## src/rtl/harmonic_mix_accumulator_pkg.sv

```systemverilog
// Shared definitions for the harmonic mix accumulator.
// Holds the default widths, the FSM state encoding and the saturation
// limits of the accumulator and of the output mix sample.
package harmonic_mix_accumulator_pkg;

   localparam int DIV_BIT_DEF    = 11;
   localparam int SAMPLE_BIT_DEF = 16;
   localparam int ACC_BIT_DEF    = 24;
   localparam int OUT_SHIFT_DEF  = 4;

   typedef enum logic [1:0] {
      sm_idle   = 2'd0,
      sm_mult   = 2'd1,
      sm_accum  = 2'd2,
      sm_output = 2'd3
   } state_t;

   localparam logic signed [ACC_BIT_DEF-1:0] ACC_MAX =
      {1'b0, {(ACC_BIT_DEF-1){1'b1}}};
   localparam logic signed [ACC_BIT_DEF-1:0] ACC_MIN =
      {1'b1, {(ACC_BIT_DEF-1){1'b0}}};
   localparam logic signed [SAMPLE_BIT_DEF-1:0] MIX_MAX =
      {1'b0, {(SAMPLE_BIT_DEF-1){1'b1}}};
   localparam logic signed [SAMPLE_BIT_DEF-1:0] MIX_MIN =
      {1'b1, {(SAMPLE_BIT_DEF-1){1'b0}}};

endpackage

```

## src/rtl/harmonic_mix_accumulator_if.sv

```systemverilog
// Harmonic/mix handshake bundle between the upstream sine and multiple
// stages and the mix accumulator.
//   slave  : the accumulator (takes i_* signals, drives o_* signals)
//   master : upstream source / consumer side
interface harmonic_mix_accumulator_if
   import harmonic_mix_accumulator_pkg::*;
#(
   parameter int DIV_BIT    = DIV_BIT_DEF,
   parameter int SAMPLE_BIT = SAMPLE_BIT_DEF
);
   logic                         i_Frame_Start;
   logic                         i_Sample_Valid;
   logic signed [SAMPLE_BIT-1:0] i_Sample;
   logic                         i_Last;
   logic        [DIV_BIT-1:0]    i_Mult;
   logic                         i_Mult_Ready;
   logic                         o_Ready;
   logic                         o_Scale_Start;
   logic signed [SAMPLE_BIT-1:0] o_Mix_Out;
   logic                         o_Mix_Valid;
   logic                         o_Overflow;

   modport master (
      output i_Frame_Start, i_Sample_Valid, i_Sample, i_Last, i_Mult, i_Mult_Ready,
      input  o_Ready, o_Scale_Start, o_Mix_Out, o_Mix_Valid, o_Overflow
   );

   modport slave (
      input  i_Frame_Start, i_Sample_Valid, i_Sample, i_Last, i_Mult, i_Mult_Ready,
      output o_Ready, o_Scale_Start, o_Mix_Out, o_Mix_Valid, o_Overflow
   );
endinterface

```

## src/rtl/harmonic_mix_accumulator_sat_shift.sv

```systemverilog
// Arithmetic right shift followed by signed saturation to a narrower width.
// Ports:
//   i_Value : signed input, IN_W bits
//   o_Value : (i_Value >>> SHIFT) clipped to the signed OUT_W range
//   o_Sat   : high when clipping occurred
module harmonic_mix_accumulator_sat_shift #(
   parameter int IN_W  = 25,
   parameter int OUT_W = 24,
   parameter int SHIFT = 0
) (
   input  logic signed [IN_W-1:0]  i_Value,
   output logic signed [OUT_W-1:0] o_Value,
   output logic                    o_Sat
);
   localparam logic signed [IN_W-1:0] MAX_IN =
      {{(IN_W-OUT_W+1){1'b0}}, {(OUT_W-1){1'b1}}};
   localparam logic signed [IN_W-1:0] MIN_IN =
      {{(IN_W-OUT_W+1){1'b1}}, {(OUT_W-1){1'b0}}};

   // Returns {clipped, value}.
   function automatic logic [OUT_W:0] sat_fn(input logic signed [IN_W-1:0] v);
      logic signed [IN_W-1:0] s;
      s = v >>> SHIFT;
      if (s > MAX_IN)
         sat_fn = {1'b1, MAX_IN[OUT_W-1:0]};
      else if (s < MIN_IN)
         sat_fn = {1'b1, MIN_IN[OUT_W-1:0]};
      else
         sat_fn = {1'b0, s[OUT_W-1:0]};
   endfunction

   logic [OUT_W:0] res;

   always_comb begin
      res     = sat_fn(i_Value);
      o_Sat   = res[OUT_W];
      o_Value = res[OUT_W-1:0];
   end
endmodule

```

## src/rtl/harmonic_mix_accumulator.sv

```systemverilog
// Harmonic mix accumulator: multiplies each harmonic's sine sample by its
// scaling multiple (unsigned fraction of 2^DIV_BIT), accumulates into a
// per-frame sum and emits one saturated, normalised mix sample on the last
// harmonic of the frame.
// Ports:
//   i_Clock   : clock, rising edge
//   i_Reset_n : asynchronous active-low reset
//   bus       : slave side of the harmonic/mix handshake (see interface)
module harmonic_mix_accumulator
   import harmonic_mix_accumulator_pkg::*;
#(
   parameter int DIV_BIT    = DIV_BIT_DEF,
   parameter int SAMPLE_BIT = SAMPLE_BIT_DEF,
   parameter int ACC_BIT    = ACC_BIT_DEF,
   parameter int OUT_SHIFT  = OUT_SHIFT_DEF
) (
   input  logic                           i_Clock,
   input  logic                           i_Reset_n,
   harmonic_mix_accumulator_if.slave      bus
);
   localparam int PROD_W = SAMPLE_BIT + DIV_BIT + 1;

   state_t                       state;
   logic                         ready_r;
   logic                         mix_valid_r;
   logic                         overflow_r;
   logic signed [SAMPLE_BIT-1:0] mix_out_r;
   logic signed [ACC_BIT-1:0]    acc;

   logic signed [SAMPLE_BIT-1:0] sample_p0;
   logic        [DIV_BIT-1:0]    mult_p0;
   logic                         last_p0;
   logic signed [PROD_W-1:0]     product_p1;

   logic                         accept;
   logic signed [PROD_W-1:0]     sample_ext;
   logic signed [PROD_W-1:0]     mult_ext;
   logic signed [PROD_W-1:0]     product_c;
   logic signed [ACC_BIT:0]      term;
   logic signed [ACC_BIT:0]      acc_sum;
   logic signed [ACC_BIT-1:0]    acc_next;
   logic                         acc_sat;
   logic signed [SAMPLE_BIT-1:0] mix_next;
   logic                         mix_sat;

   // Combinational so the upstream stage sees the pulse in the accept cycle.
   assign accept = i_Reset_n & (state == sm_idle) & bus.i_Sample_Valid
                 & bus.i_Mult_Ready & ~bus.i_Frame_Start;

   // Multiple is an unsigned fraction: zero-extend before the signed multiply.
   assign sample_ext = PROD_W'(sample_p0);
   assign mult_ext   = PROD_W'({1'b0, mult_p0});
   assign product_c  = sample_ext * mult_ext;

   assign term    = (ACC_BIT+1)'(product_p1 >>> DIV_BIT);
   assign acc_sum = (ACC_BIT+1)'(acc) + term;

   harmonic_mix_accumulator_sat_shift #(
      .IN_W(ACC_BIT+1), .OUT_W(ACC_BIT), .SHIFT(0)
   ) u_acc_sat (
      .i_Value(acc_sum), .o_Value(acc_next), .o_Sat(acc_sat)
   );

   // Output narrowing is taken from the freshly saturated sum, so the mix
   // sample is registered in the same edge that completes the last add.
   harmonic_mix_accumulator_sat_shift #(
      .IN_W(ACC_BIT), .OUT_W(SAMPLE_BIT), .SHIFT(OUT_SHIFT)
   ) u_out_sat (
      .i_Value(acc_next), .o_Value(mix_next), .o_Sat(mix_sat)
   );

   // Stage p0: harmonic capture / stage p1: registered product
   always_ff @(posedge i_Clock) begin
      if (accept) begin
         sample_p0 <= bus.i_Sample;
         mult_p0   <= bus.i_Mult;
         last_p0   <= bus.i_Last;
      end
      if (state == sm_mult)
         product_p1 <= product_c;
   end

   always_ff @(posedge i_Clock or negedge i_Reset_n) begin
      if (!i_Reset_n) begin
         state       <= sm_idle;
         acc         <= '0;
         ready_r     <= 1'b1;
         mix_out_r   <= '0;
         mix_valid_r <= 1'b0;
         overflow_r  <= 1'b0;
      end else begin
         mix_valid_r <= 1'b0;
         if (bus.i_Frame_Start) begin
            // Abort anything in flight; no mix is produced for this frame.
            state      <= sm_idle;
            acc        <= '0;
            overflow_r <= 1'b0;
            ready_r    <= 1'b1;
         end else begin
            case (state)
               sm_idle: begin
                  if (accept) begin
                     state   <= sm_mult;
                     ready_r <= 1'b0;
                  end
               end
               sm_mult: begin
                  state <= sm_accum;
               end
               sm_accum: begin
                  acc <= acc_next;
                  if (acc_sat)
                     overflow_r <= 1'b1;
                  if (last_p0) begin
                     mix_out_r   <= mix_next;
                     mix_valid_r <= 1'b1;
                     if (mix_sat)
                        overflow_r <= 1'b1;
                     state <= sm_output;
                  end else begin
                     state   <= sm_idle;
                     ready_r <= 1'b1;
                  end
               end
               sm_output: begin
                  acc     <= '0;
                  state   <= sm_idle;
                  ready_r <= 1'b1;
               end
               default: begin
                  state   <= sm_idle;
                  ready_r <= 1'b1;
               end
            endcase
         end
      end
   end

   assign bus.o_Ready       = ready_r;
   assign bus.o_Scale_Start = accept;
   assign bus.o_Mix_Out     = mix_out_r;
   assign bus.o_Mix_Valid   = mix_valid_r;
   assign bus.o_Overflow    = overflow_r;
endmodule

```

## src/flat_wrapper.sv

```systemverilog
// flat-port wrapper written by rule: the top's interface ports become plain ports
module harmonic_mix_accumulator_flat import harmonic_mix_accumulator_pkg::*;
#(
   parameter int DIV_BIT    = DIV_BIT_DEF,
   parameter int SAMPLE_BIT = SAMPLE_BIT_DEF,
   parameter int ACC_BIT    = ACC_BIT_DEF,
   parameter int OUT_SHIFT  = OUT_SHIFT_DEF
)
  (i_Clock, i_Reset_n, bus_i_Frame_Start, bus_i_Sample_Valid, bus_i_Sample, bus_i_Last, bus_i_Mult, bus_i_Mult_Ready, bus_o_Ready, bus_o_Scale_Start, bus_o_Mix_Out, bus_o_Mix_Valid, bus_o_Overflow);
  harmonic_mix_accumulator_if #(.DIV_BIT(DIV_BIT), .SAMPLE_BIT(SAMPLE_BIT)) bus_i ();
  input  logic i_Clock;
  input  logic i_Reset_n;
  input wire logic [$bits(bus_i.i_Frame_Start)-1:0] bus_i_Frame_Start;
  input wire logic [$bits(bus_i.i_Sample_Valid)-1:0] bus_i_Sample_Valid;
  input wire logic [$bits(bus_i.i_Sample)-1:0] bus_i_Sample;
  input wire logic [$bits(bus_i.i_Last)-1:0] bus_i_Last;
  input wire logic [$bits(bus_i.i_Mult)-1:0] bus_i_Mult;
  input wire logic [$bits(bus_i.i_Mult_Ready)-1:0] bus_i_Mult_Ready;
  output wire logic [$bits(bus_i.o_Ready)-1:0] bus_o_Ready;
  output wire logic [$bits(bus_i.o_Scale_Start)-1:0] bus_o_Scale_Start;
  output wire logic [$bits(bus_i.o_Mix_Out)-1:0] bus_o_Mix_Out;
  output wire logic [$bits(bus_i.o_Mix_Valid)-1:0] bus_o_Mix_Valid;
  output wire logic [$bits(bus_i.o_Overflow)-1:0] bus_o_Overflow;
  assign bus_i.i_Frame_Start = bus_i_Frame_Start;
  assign bus_i.i_Sample_Valid = bus_i_Sample_Valid;
  assign bus_i.i_Sample = bus_i_Sample;
  assign bus_i.i_Last = bus_i_Last;
  assign bus_i.i_Mult = bus_i_Mult;
  assign bus_i.i_Mult_Ready = bus_i_Mult_Ready;
  assign bus_o_Ready = bus_i.o_Ready;
  assign bus_o_Scale_Start = bus_i.o_Scale_Start;
  assign bus_o_Mix_Out = bus_i.o_Mix_Out;
  assign bus_o_Mix_Valid = bus_i.o_Mix_Valid;
  assign bus_o_Overflow = bus_i.o_Overflow;
  harmonic_mix_accumulator #(.DIV_BIT(DIV_BIT), .SAMPLE_BIT(SAMPLE_BIT), .ACC_BIT(ACC_BIT), .OUT_SHIFT(OUT_SHIFT)) u_core (.i_Clock(i_Clock), .i_Reset_n(i_Reset_n), .bus(bus_i));
endmodule
```

## config.mk

```make
export PLATFORM = sky130hd
export DESIGN_NAME = harmonic_mix_accumulator_flat
export DESIGN_NICKNAME = d
export VERILOG_FILES = /design/src/rtl/harmonic_mix_accumulator_pkg.sv /design/src/rtl/harmonic_mix_accumulator_if.sv /design/src/rtl/harmonic_mix_accumulator_sat_shift.sv /design/src/rtl/harmonic_mix_accumulator.sv /design/src/flat_wrapper.sv
export SDC_FILE = /design/constraint.sdc
export NUM_CORES = 1
export LEC_CHECK = 0
export BUFFER_PORTS_ARGS = -buffer_cell sky130_fd_sc_hd__buf_2
export CAP_MARGIN = 20
export CORE_ASPECT_RATIO = 0.7
export CORE_MARGIN = 2
export CORE_UTILIZATION = 53
export DETAILED_ROUTE_END_ITERATION = 6
export PLACE_DENSITY_LB_ADDON = 0.05
export SYNTH_ARGS = -nofsm -noshare
export SYNTH_HDL_FRONTEND = slang
export SYNTH_SLANG_ARGS = --single-unit
```

## constraint.sdc

```tcl
create_clock -name i_Clock -period 10.7 [get_ports i_Clock]
set_clock_uncertainty 0.15 [all_clocks]
set_input_delay 1.07 -clock i_Clock [delete_from_list [all_inputs] [get_ports i_Clock]]
set_output_delay 1.07 -clock i_Clock [all_outputs]
set_load 0.03 [all_outputs]
```

Word level (Yosys, flattened, before mapping)
Index checks and enable logic that the tools add are counted.
- word-level logic and storage cells: 54
- bits in registers: 101
- bits of input ports: 33
- output and inout bits: 20
- $lt $le $gt $ge: 4
- reduce and logical (&&, ||, !) cells: 6
- mux-type cells: 22
- bitwise gates (word level): 5
- $mul: 1
- eq/ne operators: 5
- add/subtract/negate cells: 1
- operators with widths (kind ; number):
    2-to-1 mux 25 bit ; 2
    one-hot mux 24 bit (2 select lines) ; 1
    2-to-1 mux 17 bit ; 2
    multiplier 16 x 12 -> 28 bit ; 1
    adder 24 x 17 -> 25 bit ; 1
    > comparator 25 x 24 -> 1 bit, second input constant ; 1
    < comparator 25 x 24 -> 1 bit, second input constant ; 1
    2-to-1 mux 24 bit ; 1
    > comparator 20 x 16 -> 1 bit, second input constant ; 1
    < comparator 20 x 16 -> 1 bit, second input constant ; 1
    2-to-1 mux 1 bit ; 11
    one-hot mux 2 bit (4 select lines) ; 1
    2-to-1 mux 2 bit ; 3
    != test 3 bit, second input constant ; 2
    AND reduction 3 bit ; 2
    bitwise AND 1 bit ; 4
    == test 2 bit, second input constant ; 2
    nonzero test 4 bit ; 1
    one-hot mux 1 bit (3 select lines) ; 1
    nonzero test 3 bit ; 1
    == test 2 x 1 -> 1 bit, second input constant ; 1
    zero test 2 bit ; 1
    nonzero test 2 bit ; 1
    inverter 1 bit ; 1

Depth between registers and ports, before layout
- depth in word-level cells: 11
- gate-level depth with buffers: 22
- mapped depth without buffers: 21

Cells and area by module
Synthesis repeated with hierarchy kept, for this count alone.
- cell total of the unflattened synthesis: 1146
- area, all modules: 11340.9 um2
- modules (own cells, without submodules) (module ; seq. area each (um2) ; times used ; area an instance (um2) ; cells each):
    harmonic_mix_accumulator ; 2478.6 ; 1 ; 10468.8 ; 1051
    harmonic_mix_accumulator_sat_shift at u_core.u_out_sat ; 0.0 ; 1 ; 550.5 ; 64
    harmonic_mix_accumulator_sat_shift at u_core.u_acc_sat ; 0.0 ; 1 ; 321.6 ; 31

Worst setup path after synthesis
Ideal clock, no wire load.
- kind: reg-to-reg
- from: register u_core.mult_p0[5]
- to: register u_core.product_p1[27], data pin
- arrival time: 5.283 ns
- clock period less this slack: 5.693 ns
- library setup time: 0.260 ns
- path slack: 5.007 ns
- stages on the path, launching flop included: 19
- buffers on the path: 1
- cell sequence: edfxtp_1 -> clkbuf_1 -> nand2_1 -> fa_1 -> inv_1 -> fa_1 -> fa_1 -> fa_1 -> fa_1 -> ha_1 -> a21o_1 -> a21o_1 -> a211o_1 -> a31oi_1 -> o21a_1 -> o21ai_1 -> a211oi_1 -> o21bai_1 -> xnor2_1
- longest elaborated chain between the ends: 1
- ends and longest elaborated chain (element ; line ; source):
    start, declared ; harmonic_mix_accumulator.sv:31 ; logic [DIV_BIT-1:0] mult_p0;
    start signal, assigned ; harmonic_mix_accumulator.sv:76 ; mult_p0 <= bus.i_Mult;
    multiplier 16 x 12 -> 28 bit ; harmonic_mix_accumulator.sv:53 ; assign product_c = sample_ext * mult_ext;
    named net u_core.product_c[27] ; harmonic_mix_accumulator.sv:38 ; logic signed [PROD_W-1:0] product_c;
    end signal, assigned ; harmonic_mix_accumulator.sv:80 ; product_p1 <= product_c;
    end, declared ; harmonic_mix_accumulator.sv:33 ; logic signed [PROD_W-1:0] product_p1;
The timed path passes the listed nets, and every way through them passes these cells.
A chain may end at the register's enable or synchronous reset.

Worst setup path in the final report
Same ends and word-level chain as after synthesis.

==> reports/metrics.csv <==
metric,value,unit
Crit path max-delay family,adder cells,
"Distinct cells, synth",67,
post-CTS sizing,0,
placed insts,1389,
Skew-Pair Late Insertion Delay,0.36,ns
Sink Count,90,
"Reg clk slew, reported paths",0.08,ns
Synth-to-Final Area Change,7.07,%
"Top FF cell, synth",edfxtp_1,
Initial Util,54.4,%
site row count,43,
"antenna viol nets, final",0,
"most used cell, CP",fa_1,
final core utilization,58.2,%
RSZ-0062 raised after global routing,no,
slowest CP cell,edfxtp_1,
clk buf depth,2,
P per Cell Area,220,nW/um^2
syn nets,1389,
Power Total,2.55,mW
n_diodes,0,
first-pass GRT wire length,39600,um
initial antenna violation count,0,
Slew Limit Fails,0,
IO Port Bufs,52,
WS Path Type,flip-flop to flip-flop,
hpwl dp,18600,um
CTS tree,done,
root buffer cell,clkbuf_16,
Post-Place Worst Slack,4.45,ns
die height,124,um
Mapped Cells,1109,
final instance area,11600,um^2
die area,21600,um^2
worst reg2reg path depth,17,
Buf/Inv on CP,1,
Post-Synth XOR/XNOR Area,3.15,%
pin count of the biggest net entering global routing,47,
Startpoint Class,flip-flop,
Post-synth EDFFs,45,
IO Count,53,
final wirelength,23100,um
r2r setup slk,4.38,ns
Num CTS Buffers,9,
Die Width,175,um
register area,2480,um^2
Hold Crit Class,flip-flop to flip-flop,
vias,7488,
Setup crit end kind,flip-flop,
sequential cell area fraction in the yosys report,22.9,%
routed vias/inst,5.32,
clock power share,12.9,%
Period minus WS final,6.32,ns
first-pass detailed-route iteration total,6,
Reg2Reg Launch Point,u_core.mult_p0[5]$_DFFE_PP_,
internal power,1.35,mW
max-cap violation count,0,
status,"complete, no violations",
Compound-Gate Fraction of Synth Area,10.9,%
Fmax,0.158,GHz
DR iter-0 viols,649,
leakage power,5.68,nW
Max IR drop VDD,0.000138,V
Worst Path Max Fanout,16,
Synth warnings,0,
largest family of logic cells by synthesized area,adder cells,
Multi-input gate area,7420,um^2
Tcrit/Tclk final,59.1,%
Nets,1412,
total gr overflow,0,
Final Non-Filler Cells,1407,
Hold Buf Count CTS,0,
Gate power share,64.1,%
post-CTS setup buffers,0,
Post-Syn Area,10800,um^2
worst slew pin tran,0.867,ns
post-synthesis area per instance,9.76,um^2
DR WL/cell,16.4,um
DRC Markers,0,
Crit path depth,17,
Switching Fraction,47.0,%
area share of fa/ha/maj cells after synthesis,40.2,%
core area,19900,um^2
CP max stage delay,0.71,ns
Reg power frac,23.0,%
Fill cells,1808,
placed inst area,11300,um^2
Final setup viols,0,
Psw,1.20,mW
H-tree Lvls,3,
final hold viol count,0,
Async SR Flop Fraction,50.0,%
post-route setup slack,4.38,ns
GP Congestion,0.827,
Total GRT Usage,23.7,%
cells along the critical path,nand2_1 -> fa_1 -> inv_1 -> fa_1 -> fa_1 -> fa_1 -> fa_1 -> ha_1 -> a21o_1 -> a21o_1 -> a211o_1 -> a31oi_1 -> o21a_1 -> o21ai_1 -> a211oi_1 -> o21bai_1 -> xnor2_1,
layout cells sized above 1,8.09,%
Max-slew headroom,41.8,%
Yosys reg bits,90,
Critical Path End,u_core.product_p1[27]$_DFFE_PN_,
Hold Slack,0.335,ns
CP required,10.65,ns
Simple-Gate Fraction of Synth Area,14.3,%
number of global-route vias before repair,7642,
R2R Path End,u_core.product_p1[27]$_DFFE_PN_,
WP data arrival,6.27,ns
Crit. Startpoint,u_core.mult_p0[5]$_DFFE_PP_,
accumulated negative setup slack,0,ns
mux contribution to synthesized area,0,%
==> cells in the final DEF, fill, tap and decap left out, types with 3 or more instances in the layout <==
master / Yosys / final
a211oi_1: 5 / 5
a21o_1: 16 / 16
a21oi_1: 38 / 38
a22o_1: 11 / 11
a31oi_1: 15 / 15
and2_1: 82 / 82
and3_1: 5 / 5
and4_1: 4 / 4
buf_2: 7 / 52
buf_4: 0 / 7
clkbuf_16: 0 / 9
dfrtp_1: 44 / 44
edfxtp_1: 45 / 45
fa_1: 161 / 161
ha_1: 86 / 86
inv_1: 196 / 196
inv_8: 0 / 3
maj3_1: 5 / 5
nand2_1: 142 / 142
nand2b_1: 7 / 7
nand3_1: 9 / 9
nand4_1: 3 / 3
nor2_1: 35 / 34
nor2b_1: 7 / 7
nor3_1: 7 / 6
o21a_1: 6 / 6
o21ai_0: 37 / 36
o21ai_1: 2 / 3
o21bai_1: 3 / 3
o31ai_1: 4 / 4
o41ai_1: 5 / 5
or3_1: 3 / 3
xnor2_1: 25 / 25
xor2_1: 14 / 14
==> tightest hold or removal path: cells and delay by family, from the launching register on <==
kind             cells  cell delay (ns)
flip-flops           1             0.35
AO/OA/AOI/OAI        1             0.06
AND/OR/NAND/NOR      1             0.05
==> power by group through the flow <==
stage	Combinational (mW)	Sequential, mW	Clock [mW]
floorplan	1.20	0.631	0
global placement	1.61	0.594	0
detailed placement	1.62	0.593	0
CTS	1.64	0.587	0.337
global route	1.86	0.599	0.349
finish	1.63	0.586	0.327
==> cells in the mapped netlist, drive strengths merged (6+ instances only) <==
cell type | instances | share of area (%)
inv | 196 | 6.8
dfrtp | 44 | 10
xnor2 | 25 | 2.0
nand3 | 9 | 0.42
fa | 161 | 30
clkbuf | 39 | 1.4
nand2 | 142 | 4.9
o21ai | 40 | 1.9
a31oi | 15 | 0.87
ha | 86 | 9.9
o21a | 6 | 0.42
a21o | 16 | 1.1
and2 | 82 | 4.7
nor2b | 7 | 0.40
xor2 | 14 | 1.1
a21oi | 39 | 1.8
nand2b | 7 | 0.40
and3 | 6 | 0.39
nor3 | 7 | 0.32
a211oi | 6 | 0.46
a22o | 11 | 0.89
buf | 8 | 0.43
nor2 | 35 | 1.2
edfxtp | 45 | 12
==> layer usage <==
layer / wire, um / up-vias / share of wire, % / track usage (%)
li1: - / 3595 / - / -
met1: 11900 / 3693 / 51 / 36.4
met2: 9620 / 187 / 42 / 35.6
met3: 1470 / 13 / 6.4 / 4.91
met4: 147 / 0 / 0.64 / 3.39
met5: 0 / - / 0 / 0
==> cell type report <==
class                           instances  area share [%]
Multi-Input combinational cell        775            64.0
Sequential cell                        90            21.4
Inverter                              197            6.38
Tap cell                              270            2.91
Timing Repair Buffer                   59            2.70
Clock buffer                            9            1.94
Clock inverter                          7           0.658
==> sequential cells by signal, indices dropped and copies added (netlist names), 2 cells and up <==
register              cells
u_core.acc               24
u_core.bus.o_Mix_Out     16
u_core.mult_p0           11
u_core.product_p1        17
u_core.sample_p0         16
u_core.state              2
==> kinds of logic after synthesis <==
group | Yosys count
and+or+nand+nor | 314
adders and majority gates | 252
buffers and inverters | 244
AOI/OAI and AO/OA | 170
DFF | 90
xor gates and xnor gates | 39
==> worst min path at each step <==
stage | from | endpoint | slack (ns) | cells past startpoint
2_1_floorplan | u_core.acc[13]$_DFFE_PN0P_ | u_core.acc[13]$_DFFE_PN0P_ | 0.30 | 1
3_3_place_gp | u_core.bus.o_Mix_Out[15]$_DFFE_PN0P_ | u_core.bus.o_Mix_Out[15]$_DFFE_PN0P_ | 0.31 | 2
3_5_place_dp | u_core.bus.o_Mix_Out[15]$_DFFE_PN0P_ | u_core.bus.o_Mix_Out[15]$_DFFE_PN0P_ | 0.32 | 2
4_1_cts | u_core.bus.o_Mix_Out[15]$_DFFE_PN0P_ | u_core.bus.o_Mix_Out[15]$_DFFE_PN0P_ | 0.34 | 2
5_1_grt | u_core.acc[13]$_DFFE_PN0P_ | u_core.acc[13]$_DFFE_PN0P_ | 0.35 | 1
6_report | u_core.acc[23]$_DFFE_PN0P_ | u_core.acc[23]$_DFFE_PN0P_ | 0.33 | 2
Power figures use the tool's default switching activity.
